## src/rtl/mem_access_pkg.sv

```systemverilog
`default_nettype none
// ============================================================================
//  Module      : mem_access_pkg
//  Description : Shared types and helpers for the load/store memory aligner:
//                access-size and controller-state enumerations, plus the
//                byte-mask helper for an access of a given size.
//  Revision    : 1.0 - initial release
// ============================================================================
package mem_access_pkg;

    // Access size: the number of bytes is 1 << size.
    typedef enum logic [1:0] {
        SIZE_B = 2'd0,
        SIZE_H = 2'd1,
        SIZE_W = 2'd2,
        SIZE_D = 2'd3
    } size_e;

    // Controller state: second beats of split loads and stores.
    typedef enum logic [1:0] {
        IDLE = 2'd0,
        LD2  = 2'd1,
        ST2  = 2'd2
    } state_e;

    // Right-justified byte mask covering the bytes of one access.
    function automatic logic [7:0] size_mask(input size_e size);
        logic [7:0] mask;
        case (size)
            SIZE_B:  mask = 8'h01;
            SIZE_H:  mask = 8'h03;
            SIZE_W:  mask = 8'h0F;
            default: mask = 8'hFF;
        endcase
        return mask;
    endfunction

endpackage : mem_access_pkg
`default_nettype wire

```

## src/rtl/mem_load_extract.sv

```systemverilog
`default_nettype none
// ============================================================================
//  Module      : mem_load_extract
//  Description : Combinational load-result extraction. Shifts a two-word
//                window right by the byte offset, keeps the requested number
//                of bytes and zero- or sign-extends to the word width.
//  Ports       : i_data   - {high word, low word} read window
//                i_off    - byte offset of the access within the low word
//                i_size   - access size
//                i_signed - sign-extend when set
//                o_result - extended load result
//  Revision    : 1.0 - initial release
// ============================================================================
module mem_load_extract
    import mem_access_pkg::*;
#(
    parameter int MEM_WIDTH_BYTES = 4,
    localparam int DW = 8 * MEM_WIDTH_BYTES,
    localparam int OW = $clog2(MEM_WIDTH_BYTES)
) (
    input  logic [2*DW-1:0] i_data,
    input  logic [OW-1:0]   i_off,
    input  size_e           i_size,
    input  logic            i_signed,
    output logic [DW-1:0]   o_result
);

    logic [DW-1:0] w_shift;
    logic [4:0]    w_nbytes;
    logic          w_sign;

    always_comb begin
        w_shift  = DW'(i_data >> {i_off, 3'b000});
        w_nbytes = 5'd1 << i_size;
        w_sign   = 1'b0;
        o_result = '0;
        // Sign bit is the MSB of the last byte that belongs to the access.
        for (int b = 0; b < MEM_WIDTH_BYTES; b++) begin
            if (5'(b) + 5'd1 == w_nbytes) begin
                w_sign = w_shift[8*b+7];
            end
        end
        // A full-width access keeps every byte, so no extension happens.
        for (int b = 0; b < MEM_WIDTH_BYTES; b++) begin
            if (5'(b) < w_nbytes) begin
                o_result[8*b +: 8] = w_shift[8*b +: 8];
            end else begin
                o_result[8*b +: 8] = {8{i_signed & w_sign}};
            end
        end
    end

endmodule : mem_load_extract
`default_nettype wire

```

## src/rtl/mem_access_aligner.sv

```systemverilog
`default_nettype none
// ============================================================================
//  Module      : mem_access_aligner
//  Description : Converts byte-addressed load/store requests into word
//                accesses of a byte-masked memory with a 1-cycle registered
//                read. Accesses crossing a word boundary are split into two
//                beats; load results are extracted and extended.
//  Ports       : clk, reset            - clock, synchronous active-high reset
//                req_*                 - request handshake and payload
//                resp_valid_out/data   - load result (one cycle per load)
//                mem_write_*           - memory write port (masked)
//                mem_read_*            - memory read port, data 1 cycle later
//                debugen_in            - enables request/response trace
//  Revision    : 1.0 - initial release
// ============================================================================
module mem_access_aligner
    import mem_access_pkg::*;
#(
    parameter int MEM_WIDTH_BYTES = 4,
    parameter int MEM_DEPTH       = 1024,
    localparam int DW  = 8 * MEM_WIDTH_BYTES,
    localparam int OW  = $clog2(MEM_WIDTH_BYTES),
    localparam int WAW = $clog2(MEM_DEPTH),
    localparam int AW  = WAW + OW
) (
    input  logic                       clk,
    input  logic                       reset,
    input  logic                       req_valid_in,
    output logic                       req_ready_out,
    input  logic                       req_write_in,
    input  logic [AW-1:0]              req_addr_in,
    input  logic [1:0]                 req_size_in,
    input  logic                       req_signed_in,
    input  logic [DW-1:0]              req_data_in,
    output logic                       resp_valid_out,
    output logic [DW-1:0]              resp_data_out,
    output logic [WAW-1:0]             mem_write_addr_out,
    output logic                       mem_write_out,
    output logic [DW-1:0]              mem_write_data_out,
    output logic [MEM_WIDTH_BYTES-1:0] mem_write_mask_out,
    output logic [WAW-1:0]             mem_read_addr_out,
    output logic                       mem_read_out,
    input  logic [DW-1:0]              mem_read_data_in,
    input  logic                       debugen_in
);

    state_e                       r_state;
    state_e                       w_state_nxt;

    // Second store beat, captured at acceptance.
    logic [WAW-1:0]               r_st_addr;
    logic [MEM_WIDTH_BYTES-1:0]   r_st_mask;
    logic [DW-1:0]                r_st_data;

    // Load context carried to the response cycle.
    logic [WAW-1:0]               r_ld_addr;
    logic [OW-1:0]                r_off;
    size_e                        r_size;
    logic                         r_signed;
    logic [DW-1:0]                r_low;
    logic                         r_resp_pend;
    logic                         r_resp_mis;

    logic                         w_accept;
    logic [OW-1:0]                w_off;
    logic [WAW-1:0]               w_word;
    logic [4:0]                   w_nbytes;
    logic                         w_misaligned;
    logic [2*MEM_WIDTH_BYTES-1:0] w_full_mask;
    logic [2*DW-1:0]              w_full_data;
    logic [2*DW-1:0]              w_ext_data;

    assign w_off        = req_addr_in[OW-1:0];
    assign w_word       = req_addr_in[AW-1:OW];
    assign w_nbytes     = 5'd1 << req_size_in;
    assign w_misaligned = (5'(w_off) + w_nbytes) > 5'(MEM_WIDTH_BYTES);
    assign w_accept     = req_valid_in & req_ready_out;

    // Two-word-wide mask and data; the upper word is the second beat.
    assign w_full_mask = {{MEM_WIDTH_BYTES{1'b0}},
                          MEM_WIDTH_BYTES'(size_mask(size_e'(req_size_in)))} << w_off;
    assign w_full_data = {{DW{1'b0}}, req_data_in} << {w_off, 3'b000};

    always_comb begin
        w_state_nxt        = r_state;
        req_ready_out      = 1'b0;
        mem_write_out      = 1'b0;
        mem_write_addr_out = w_word;
        mem_write_mask_out = w_full_mask[MEM_WIDTH_BYTES-1:0];
        mem_write_data_out = w_full_data[DW-1:0];
        mem_read_out       = 1'b0;
        mem_read_addr_out  = w_word;
        // Outputs stay quiet throughout reset so an abandoned split never
        // issues its second beat.
        if (!reset) begin
            case (r_state)
                IDLE: begin
                    req_ready_out = 1'b1;
                    if (req_valid_in) begin
                        if (req_write_in) begin
                            mem_write_out = 1'b1;
                            if (w_misaligned) w_state_nxt = ST2;
                        end else begin
                            mem_read_out = 1'b1;
                            if (w_misaligned) w_state_nxt = LD2;
                        end
                    end
                end
                LD2: begin
                    mem_read_out      = 1'b1;
                    mem_read_addr_out = r_ld_addr;
                    w_state_nxt       = IDLE;
                end
                ST2: begin
                    mem_write_out      = 1'b1;
                    mem_write_addr_out = r_st_addr;
                    mem_write_mask_out = r_st_mask;
                    mem_write_data_out = r_st_data;
                    w_state_nxt        = IDLE;
                end
                default: w_state_nxt = IDLE;
            endcase
        end
    end

    always_ff @(posedge clk) begin
        if (reset) begin
            r_state     <= IDLE;
            r_resp_pend <= 1'b0;
            r_resp_mis  <= 1'b0;
            r_st_addr   <= '0;
            r_st_mask   <= '0;
            r_st_data   <= '0;
            r_ld_addr   <= '0;
            r_off       <= '0;
            r_size      <= SIZE_B;
            r_signed    <= 1'b0;
            r_low       <= '0;
        end else begin
            r_state     <= w_state_nxt;
            r_resp_pend <= 1'b0;
            r_resp_mis  <= 1'b0;
            if (w_accept && req_write_in && w_misaligned) begin
                r_st_addr <= w_word + WAW'(1);
                r_st_mask <= w_full_mask[2*MEM_WIDTH_BYTES-1:MEM_WIDTH_BYTES];
                r_st_data <= w_full_data[2*DW-1:DW];
            end
            if (w_accept && !req_write_in) begin
                r_off     <= w_off;
                r_size    <= size_e'(req_size_in);
                r_signed  <= req_signed_in;
                r_ld_addr <= w_word + WAW'(1);
                if (!w_misaligned) r_resp_pend <= 1'b1;
            end
            // First word of a split load arrives while the second is read.
            if (r_state == LD2) begin
                r_low       <= mem_read_data_in;
                r_resp_pend <= 1'b1;
                r_resp_mis  <= 1'b1;
            end
        end
    end

    assign resp_valid_out = r_resp_pend & ~reset;
    assign w_ext_data     = r_resp_mis ? {mem_read_data_in, r_low}
                                       : {{DW{1'b0}}, mem_read_data_in};

    mem_load_extract #(
        .MEM_WIDTH_BYTES (MEM_WIDTH_BYTES)
    ) u_extract (
        .i_data   (w_ext_data),
        .i_off    (r_off),
        .i_size   (r_size),
        .i_signed (r_signed),
        .o_result (resp_data_out)
    );

`ifndef SYNTHESIS
    always_ff @(posedge clk) begin
        if (!reset && debugen_in) begin
            if (w_accept) begin
                $write("[%0t] mem_access_aligner: %s addr=%h size=%0d data=%h\n",
                       $time, req_write_in ? "ST" : "LD", req_addr_in,
                       req_size_in, req_data_in);
                if (w_nbytes > 5'(MEM_WIDTH_BYTES)) begin
                    $write("[%0t] mem_access_aligner: warning: access size exceeds memory width\n",
                           $time);
                end
            end
            if (resp_valid_out) begin
                $write("[%0t] mem_access_aligner: RESP data=%h\n", $time, resp_data_out);
            end
        end
    end
`endif

endmodule : mem_access_aligner
`default_nettype wire

```

## config.mk

```make
export PLATFORM = sky130hd
export DESIGN_NAME = mem_access_aligner
export DESIGN_NICKNAME = d
export VERILOG_FILES = /design/src/rtl/mem_access_pkg.sv /design/src/rtl/mem_load_extract.sv /design/src/rtl/mem_access_aligner.sv
export SDC_FILE = /design/constraint.sdc
export NUM_CORES = 1
export LEC_CHECK = 0
export CORE_UTILIZATION = 52
export CTS_CLUSTER_SIZE = 28
export DETAILED_ROUTE_END_ITERATION = 8
export MAX_ROUTING_LAYER = met4
export PLACE_DENSITY = 0.87
export SLEW_MARGIN = 20
export SYNTH_ARGS = -nofsm -noshare
export SYNTH_HDL_FRONTEND = slang
export SYNTH_SLANG_ARGS = --single-unit
```

## constraint.sdc

```tcl
create_clock -name clk -period 7.3 [get_ports clk]
set_input_delay 1.46 -clock clk [delete_from_list [all_inputs] [get_ports clk]]
set_output_delay 1.46 -clock clk [all_outputs]
set_load 0.01 [all_outputs]
```

==> results by group, run 1 <==
Run status
  • Outcome: finished clean

Route
  • Uppermost routed layer: met4
  • Drt first pass iters: 7
  • Post-DRT Antenna Nets: 0
  • Drt total wl: ~18,000 um
  • Average wire per standard cell: roughly 17 um
  • Drt drc: 0
  • Met2 wire length: ~8200 um
  • Vias: between 6k and 7k
  • Vias/cell: 5.87
  • First DRT Iteration DRCs: 530
  • DRT met1 WL: around 7500 um
  • Met3 wire length: around 1500 um

Yosys
  • Syn avg cell area: 7.58 um2
  • Area share of the leading cell type in the synthesized netlist: around 30%
  • Main synth FF type: dfxtp_1
  • Distinct cells, synth: 41
  • Post-synth ARST share: 0%
  • Area leader, netlist: dfxtp_1
  • Sequential share of the synthesized area: between 20% and 30%
  • Flops & latches, synth: approximately 90
  • Synth Instances: 778
  • Top post-synthesis cells by count: nand2_1, dfxtp_1, a21oi_1
  • Top cells by area, synth: dfxtp_1, mux2i_1, nand2_1
  • Mapped cell area: around 0.0059 mm2
  • Net Count, Synth: ~870
  • Syn. warnings: 0
  • Top-count cell post-synth: nand2_1
  • EDFF count, synth: 0

STA
  • Final Hold Viols: 0
  • Final cycle utilization of the critical path: approximately 75%
  • Relative slew slack: around 26%
  • Slew Viols, Final: 0
  • Worst slew pin tran: between 1 and 1.5 ns
  • TNS Setup: 0 ns
  • Clk_skew: about 0.0050 ns
  • # setup viols final: 0
  • Fin Hold WS: between 0.4 and 0.5 ns
  • RSZ-0062 raised after global routing: false
  • Tmin final: between 5 and 6 ns
  • Achievable Freq: between 0.15 and 0.2 GHz

Cells and area
  • Non-Filler Instances: roughly 1.0k
  • Final nets: between 900 and 1k
  • P&R area growth vs syn: 33.2%
  • Post-layout util: 71.9%
  • Antenna cell count: 0
  • Layout cells sized above 1: about a tenth

Placed design
  • Placer Congestion: approximately 0.92
  • Placed Cells: about 1.0k
  • IO Port Bufs: ~170
  • Post-DP HPWL: 11,900 um

Critical path
  • CP Class: in2out
  • Arrival time worst endpoint: between 4 and 5 ns
  • Critical path endpoint category: primary output
  • Worst-path maximum fanout: 46
  • Critical Path Start Type: input pin
  • CP required: between 5 and 6 ns

GRT
  • Number of global-route vias before repair: ~5.7k
  • Overflow after GRT: 0
  • Total GRT Usage: roughly 31%
  • First-pass GRT wire length: around 28,000 um
  • Initial antenna violation count: 0
  • Largest net degree at the start of global routing: 65

Clock network
  • Hold-fix buffers at CTS: 0
  • Clk root buf: clkbuf_16
  • H-Tree Depth: 3
  • PostCTS Resize Cnt: 0
  • Clk_lat worst skew: roughly 0.34 ns
  • Clock sink count: around 90
  • Clk pin slew, worst setup/hold paths: roughly 0.06 ns
  • Post-CTS Repair Setup Buffers: 0
  • Clk buf depth: 2
  • TritonCTS Buffers: 9
  • CTS tree: yes

Die
  • I/O pin cnt: about 180
  • Die H: 109 um
  • Core ar.: 0.0109 mm2
  • Chip width: around 110 um
  • Die area: 0.0118 mm2
  • # rows: 38
  • Initial core utilization: roughly 54%

Pwr
  • Worst vdd ir: ~0.11 mV
  • Pleak: 0.00276 uW
  • Cell area power density: ~170 mW/mm2

Hold path
  • Path type of the worst min-delay path: reg2reg

Job
  • Max-cap violation count: 0
==> path summary, 6_finish.rpt <==
kind	from	end	slack, ns	cells after the start
worst min register to register	r_st_data[20]	r_st_data[20]	0.45	2
worst max-delay path	reset	mem_write_mask_out[0]	1.81	6
worst min-delay path	r_st_data[20]	r_st_data[20]	0.45	2
worst max register to register	r_state[0]	r_st_mask[0]	4.71	5
==> power breakdown <==
group          total (uW)  switching (uW)  internal [uW]  leakage (uW)
logic                 327             161            166       0.00189
clock network         497             198            299      0.000149
registers             509            12.1            496      0.000714
total                1330             371            961       0.00276
==> metal layers <==
metal | up-vias | GRT usage, %
li1 | 2985 | -
met1 | 2838 | 39.0
met2 | 290 | 49.5
met3 | 28 | 6.69
met4 | 0 | 11.7
met5 | - | -
==> state kept, by name, summed over array words and instances, names as in the netlist, 2 cells and up <==
name       flops
r_off          2
r_ld_addr     10
r_size         2
r_low         32
r_state        2
r_st_mask      3
r_st_addr     10
r_st_data     24
==> critical path, stage by stage <==
cell and delay (ns):
buf_2 0.70, nor2_1 0.11, nand2_1 0.50, buf_4 0.35, mux2_2 0.36, clkdlybuf4s50_1 0.53
==> layout by cell type (no fill, tap or decap), types with 2 or more instances in the layout <==
cell and count:
dfxtp_1 86, nor3_1 11, a211oi_2 9, nor2b_1 4, mux2i_1 65, and3_1 2, a211oi_1 19, bufinv_16 2
o21ai_0 20, o31ai_1 10, inv_1 5, clkbuf_16 9, o221ai_1 15, clkdlybuf4s50_1 172, a22oi_1 2, ha_1 4
mux2_2 48, nand2b_1 3, xnor2_1 5, a221oi_1 8, a21oi_1 81, nand3_1 31, dfxtp_2 2, o211ai_1 2
xor2_1 5, nor2_1 78, buf_4 9, buf_2 2, and2_1 4, a31oi_1 7, nand2_1 170
==> metrics by stage <==
step / total power [uW] / cell area [um2] / worst slack (ns)
after floorplan: 686 / 5900 / 3.18
after global routing: 1390 / 7860 / 1.61
final: 1330 / 7860 / 1.81
after detailed placement: 841 / 7550 / 1.83
after CTS: 1330 / 7860 / 1.82
after global placement: 837 / 7550 / 1.83
==> cell families after synthesis <==
kind of cell    after synthesis  synth area share (%)
simple gates                309                  21.5
xor+xnor                     10                  1.48
fa+ha+maj                     4                 0.848
compound gates              178                  20.1
mux                         113                  20.2
flops                        88                  29.9
buf+inv                      76                  6.00
==> cell type report <==
type	instances	area [um2]
Fill cell	871	3080
Multi-Input combinational cell	614	3790
Inverter	6	22.5
Clock buffer	10	229
Clock inverter	5	81.3
Tap cell	140	175
Timing Repair Buffer	183	1800
Sequential cell	88	1760
(Power assumes the default switching activity.)
==> inputs of run 2 (changes only) <==
- CORE_UTILIZATION: 52 -> 48
- PLACE_DENSITY: 0.87 -> 0.81
- clock period: 7.3 -> 5.13 ns (I/O delays scaled with it)
==> run 2 against run 1 <==
Effect of this change:
- clock power grew 58%
- first-iteration DRC count fell by 19%
- hold slack barely moved
- cell count up 1.1%
- die area grew 8.2%
- clock-buffer cell count is 1 higher
- critical path type unchanged
- critical endpoint is now resp_data_out[30]
==> results by group, run 2 (synthesis results as in run 1) <==
Pwr
  • Worst vdd ir: 0.154 mV (+43%)
  • Pleak: 0.00280 uW (+1.6%)
  • Cell area power density: 248 mW/mm2 (+46%)

Clock network
  • Clk_lat worst skew: 0.35 ns (about the same)
  • PostCTS Resize Cnt: 0 (unchanged)
  • Post-CTS Repair Setup Buffers: 0 (unchanged)
  • CTS tree: yes
  • Hold-fix buffers at CTS: 0 (unchanged)
  • Clk buf depth: 2 (unchanged)
  • Clk pin slew, worst setup/hold paths: 0.06 ns (about the same)
  • Clock sink count: 88 (unchanged)
  • TritonCTS Buffers: 9 (unchanged)
  • H-Tree Depth: 3 (unchanged)
  • Clk root buf: clkbuf_16

Job
  • Max-cap violation count: 0 (unchanged)

STA
  • Fin Hold WS: 0.452 ns (+0.0000770 ns)
  • Tmin final: 4.45 ns
  • RSZ-0062 raised after global routing: false
  • Achievable Freq: approximately 0.22 GHz
  • Worst slew pin tran: 0.921 ns (-0.190 ns)
  • Final Hold Viols: 0 (unchanged)
  • Relative slew slack: 38.4% (+13 points)
  • TNS Setup: 0 ns (unchanged)
  • Clk_skew: 0.00536 ns (+0.000388 ns)
  • # setup viols final: 0 (unchanged)
  • Slew Viols, Final: 0 (unchanged)
  • Final cycle utilization of the critical path: ~87%

Die
  • Initial core utilization: 49.1% (-4.8 points)
  • # rows: 40 (+5.3%)
  • Die H: 113 um (+4.0%)
  • Chip width: 113 um (+4.0%)
  • Die area: 0.0127 mm2 (+8.2%)
  • Core ar.: 0.0120 mm2 (+9.8%)
  • I/O pin cnt: 176 (unchanged)

Cells and area
  • Layout cells sized above 1: 10.8% (+0.71 points)
  • Biggest register: r_low
  • Commonest cells after routing, fill and taps aside: clkdlybuf4s50_1, nand2_1, dfxtp_1
  • Final nets: 994 (+0.40%)
  • P&R area growth vs syn: 34.9%
  • Antenna cell count: 0 (unchanged)
  • Number of flip-flops in the largest register: 32 (unchanged)
  • Biggest regs: r_low: 32 flops, r_st_data: 24 flops
  • Commonest non-fill, non-tap cell in the layout: clkdlybuf4s50_1
  • Post-layout util: 66.2% (-5.6 points)

Hold path
  • Hold Path End: r_low[12]
  • Hold path depth: 2 (unchanged)
  • Path type of the worst min-delay path: reg2reg
  • Worst Hold Launch: r_low[12]

Critical path
  • Top delay family on crit path: buffers and inverters
  • Critical path endpoint category: primary output
  • Worst-path maximum fanout: 16 (-65%)
  • Worst Path Buf+Inv: 2 (-1)
  • CP required: 4.10 ns (-1.74 ns)
  • RR Endpoint: r_st_addr[2]
  • Critical Path Stages: 7 (+1)
  • Crit path cell chain: clkdlybuf4s50_1 > mux2i_1 > nand3_1 > nand4b_1 > o31a_2 > o221ai_1 > clkdlybuf4s50_1
  • Critical R2R Launch: r_state[0]
  • Arrival time worst endpoint: 3.42 ns (-0.61 ns)
  • Most frequent CP cell: clkdlybuf4s50_1
  • Critical Path Start Type: input pin
  • Reg2reg setup slack: 3.04 ns (-1.67 ns)
  • CP Class: in2out
  • Worst Reg-to-Reg Cells: 6 (+1)
  • Critical-path top delay cell: clkdlybuf4s50_1
  • Crit path largest cell delay: 0.55 ns (-0.15 ns)

GRT
  • Initial antenna violation count: 0 (unchanged)
  • First-pass GRT wire length: 28,100 um (-0.20%)
  • Total GRT Usage: 28.5% (-2.8 points)
  • Overflow after GRT: 0 (unchanged)
  • Number of global-route vias before repair: 5,651 (-0.82%)
  • Largest net degree at the start of global routing: 67 (+3.1%)

Route
  • Vias/cell: 5.84 (-0.49%)
  • Drt first pass iters: 5 (-2)
  • Post-DRT Antenna Nets: 0 (unchanged)
  • Drt total wl: 17,800 um (+0.90%)
  • Vias: 6,181 (+0.65%)
  • Drt drc: 0 (unchanged)
  • Average wire per standard cell: 16.8 um (-0.24%)
  • First DRT Iteration DRCs: 431 (-19%)

Run status
  • Outcome: finished clean

Placed design
  • Post-DP HPWL: 12,000 um (+0.47%)
  • Placer Congestion: 0.892 (-3.3%)
  • IO Port Bufs: 174 (unchanged)
==> run 2: changes by cell type in the layout (fill, tap and decap cells not counted) <==
cell and change:
bufinv_16 +1, inv_6 -1, buf_12 +1, clkbuf_1 -1, nor2_2 +1, buf_4 +3
nor2_1 -1, clkbuf_8 +2
==> run 2: final cells by class <==
type	count	area [um2]
clock inverter	5	103
multi-input combinational	614	3790
clock buffer	11	253
inverter	6	22.5
fill	1041	4060
tap	147	184
sequential	88	1760
timing repair buffer	187	1840
==> run 2: per-layer routing <==
| layer | share of wire [%] | track usage (%) |
|---|---|---|
| met5 | 0 | - |
| met4 | 2.3 | 11.4 |
| met3 | 7.2 | 5.14 |
| met2 | 46 | 45.3 |
| met1 | 45 | 35.9 |
==> run 2: through the flow <==
stage                     power, uW  cells  setup slack [ns]  area, um2
after floorplan                 976    778              1.83       5900
after detailed placement       1200   1042             0.741       7600
after global placement         1200   1042             0.775       7600
after global routing           2050   1058             0.550       7960
final                          1980   1058             0.682       7960
after CTS                      1990   1058             0.740       7950
==> run 2: worst register-to-register path: cells and delay by family (launching register included) <==
kind	cells	cell delay (ns)
AO/OA/AOI/OAI	2	0.37
buffers and inverters	2	0.81
flip-flops	1	0.36
AND/OR/NAND/NOR	2	0.46
==> run 2: power by group <==
part,switching [uW],total (uW),leakage (uW),internal (uW)
sequential,15.8,722,0.000714,706
clock,283,785,0.000172,502
combinational,232,470,0.00191,238
total,531,1980,0.00280,1450
==> run 2: worst max-delay path by stage <==
stage / start / to / slack, ns
after floorplan: req_addr_in[1] / r_st_mask[1] / 1.83
after global placement: mem_read_data_in[31] / resp_data_out[27] / 0.78
after detailed placement: mem_read_data_in[31] / resp_data_out[30] / 0.74
after CTS: mem_read_data_in[31] / resp_data_out[30] / 0.74
after global routing: mem_read_data_in[31] / resp_data_out[27] / 0.55
final: mem_read_data_in[31] / resp_data_out[30] / 0.68
==> inputs of run 3 (changes only) <==
- CORE_ASPECT_RATIO: unset -> 1.4
- GPL_TIMING_DRIVEN: unset -> 1
==> run 3 against run 2 <==
Effect of this change:
- clock-buffer cell count down 1
- sequential share of layout area up 0.13 points
- cell area down 0.58%
- highest routed layer unchanged
- critical path depth unchanged
- clock skew about the same
- die area about the same
- hold slack worse by 0.0013 ns
- worst setup slack better by 0.065 ns
- total power down 5.6%
- largest cell class unchanged
- cell count up 0.19%
- utilization up 0.35 points
==> results by group, run 3 (synthesis results as in run 1) <==
STA
  • Slew Viols, Final: 0 (unchanged)
  • Tmin final: 4.38 ns (-0.0648 ns)
  • Final cycle utilization of the critical path: 85.4% (-1.3 points)
  • Achievable Freq: 0.228 GHz (+1.5%)
  • Final Hold Viols: 0 (unchanged)
  • RSZ-0062 raised after global routing: false
  • TNS Setup: 0 ns (unchanged)
  • Relative slew slack: 33.6% (-4.9 points)
  • Worst slew pin tran: 0.993 ns (+0.0717 ns)
  • Clk_skew: 0.00528 ns (-0.0000837 ns)
  • # setup viols final: 0 (unchanged)

Clock network
  • Hold-fix buffers at CTS: 0 (unchanged)
  • H-Tree Depth: 3 (unchanged)
  • Clk_lat worst skew: 0.34 ns (about the same)
  • CTS tree: yes
  • Clock sink count: 88 (unchanged)
  • Clk root buf: clkbuf_16
  • TritonCTS Buffers: 9 (unchanged)
  • Post-CTS Repair Setup Buffers: 0 (unchanged)
  • Clk pin slew, worst setup/hold paths: 0.06 ns (about the same)
  • PostCTS Resize Cnt: 0 (unchanged)
  • Clk buf depth: 2 (unchanged)

Die
  • Die H: 133 um (+18%)
  • I/O pin cnt: 176 (unchanged)
  • Core ar.: 0.0119 mm2 (-1.1%)
  • Die area: 0.0127 mm2 (about the same)
  • Initial core utilization: 49.7% (+0.55 points)
  • # rows: 47 (+18%)
  • Chip width: 95.7 um (-15%)

GRT
  • Total GRT Usage: 27.7% (-0.73 points)
  • Initial antenna violation count: 0 (unchanged)
  • Number of global-route vias before repair: 5,523 (-2.3%)
  • First-pass GRT wire length: 27,100 um (-3.5%)
  • Overflow after GRT: 0 (unchanged)
  • Largest net degree at the start of global routing: 57 (-15%)

Cells and area
  • P&R area growth vs syn: 34.1%
  • # fillers: 1,008 (-3.2%)
  • Antenna cell count: 0 (unchanged)
  • Design Area, Final: 0.00791 mm2 (-0.58%)
  • Final nets: 996 (+0.20%)
  • Layout cells sized above 1: 11.0% (+0.20 points)
  • Biggest register: r_low
  • Area of the multi-input gates: 0.00379 mm2 (about the same)
  • Commonest non-fill, non-tap cell in the layout: clkdlybuf4s50_1
  • Commonest cells after routing, fill and taps aside: clkdlybuf4s50_1, nand2_1, dfxtp_1
  • Non-Filler Instances: 1,060 (+0.19%)
  • Register Area: 0.00176 mm2 (unchanged)
  • Post-layout util: 66.6% (+0.35 points)
  • Number of flip-flops in the largest register: 32 (unchanged)
  • Biggest regs: r_low: 32 flops, r_st_data: 24 flops

Route
  • Drt drc: 0 (unchanged)
  • Vias/cell: 5.70 (-2.4%)
  • Drt first pass iters: 4 (-1)
  • Vias: 6,043 (-2.2%)
  • Drt total wl: 17,500 um (-2.0%)
  • Average wire per standard cell: 16.5 um (-2.2%)
  • First DRT Iteration DRCs: 249 (-42%)
  • Post-DRT Antenna Nets: 0 (unchanged)

Pwr
  • Pleak: 0.00279 uW (-0.38%)
  • Logic gate share of total power: 25.1% (+1.3 points)
  • Pint: 1340 uW (-7.5%)
  • Worst vdd ir: 0.132 mV (-15%)
  • Cell area power density: 236 mW/mm2 (-5.1%)
  • Clk pwr share: 36.2% (-3.5 points)
  • Switching pwr: 527 uW (-0.67%)
  • Reg power frac: 38.7% (+2.2 points)
  • Switching share of power: 28.3% (+1.4 points)

Critical path
  • Critical R2R Launch: r_state[0]
  • Worst-path maximum fanout: 16 (unchanged)
  • CP required: 4.10 ns (about the same)
  • Worst Setup SP: mem_read_data_in[7]
  • Arrival time worst endpoint: 3.36 ns (-0.06 ns)
  • CP Class: in2out
  • Critical Path Start Type: input pin
  • Critical path endpoint category: primary output

Hold path
  • Worst Hold Launch: r_st_data[8]
  • Path type of the worst min-delay path: reg2reg

Job
  • Max-cap violation count: 0 (unchanged)

Placed design
  • Placed Cells: 1,044 (+0.19%)
  • Post-DP HPWL: 12,400 um (+3.5%)
  • Placer Congestion: 0.915 (+2.5%)
  • IO Port Bufs: 174 (unchanged)
  • DP Area: 0.00760 mm2 (about the same)

Run status
  • Outcome: finished clean
run 3: cell types whose count changed in the layout (fill, tap and decap cells not counted), sizes merged:
cell / before / now
clkinvlp: 1 / 0
clkinv: 1 / 3
clkbuf: 11 / 10
inv: 6 / 8
buf: 15 / 17
bufinv: 3 / 1
run 3: worst max-delay path, stage by stage:
cell             delay (ns)
clkdlybuf4s50_1        0.55
mux2i_1                0.12
a22oi_1                0.20
nand4b_1               0.36
o31a_2                 0.36
o221ai_1               0.14
clkdlybuf4s50_1        0.60
run 3: worst paths after layout:
kind / to / slack [ns] / cells past startpoint
worst max-delay path: resp_data_out[29] / 0.75 / 7
worst min-delay path: r_st_data[8] / 0.45 / 2
worst max register to register: r_st_mask[0] / 3.10 / 5
worst min register to register: r_st_data[8] / 0.45 / 2
run 3: cell type report:
type / instances / area share [%]
clock buffer: 10 / 3.02
clock inverter: 6 / 0.838
inverter: 6 / 0.285
multi-input combinational: 614 / 47.9
sequential: 88 / 22.3
tap: 147 / 2.33
timing repair buffer: 189 / 23.3
run 3: metrics by stage:
| step | power [uW] | worst slack (ns) | hold WS, ns |
|---|---|---|---|
| 3_5_place_dp | 1200 | 0.786 | 0.445 |
| 5_1_grt | 1940 | 0.644 | 0.465 |
| 2_1_floorplan | 976 | 1.83 | 0.432 |
| 3_3_place_gp | 1200 | 0.808 | 0.439 |
| 6_report | 1870 | 0.747 | 0.451 |
| 4_1_cts | 1870 | 0.794 | 0.454 |
run 3: per-layer routing:
metal	share of wire (%)	vias up	wire [um]	global-route usage [%]
li1	-	2995	-	-
met1	40	2770	7070	32.9
met2	49	243	8640	45.7
met3	6.8	35	1180	4.39
met4	3.3	0	576	12.1
met5	0	-	0	-
run 3: power groups by stage:
stage                     clock [uW]  sequential, uW  combinational [uW]
after floorplan                    0             730                 246
after global placement             0             736                 461
after detailed placement           0             737                 466
after CTS                        683             721                 469
after global routing             716             724                 503
final                            675             721                 469
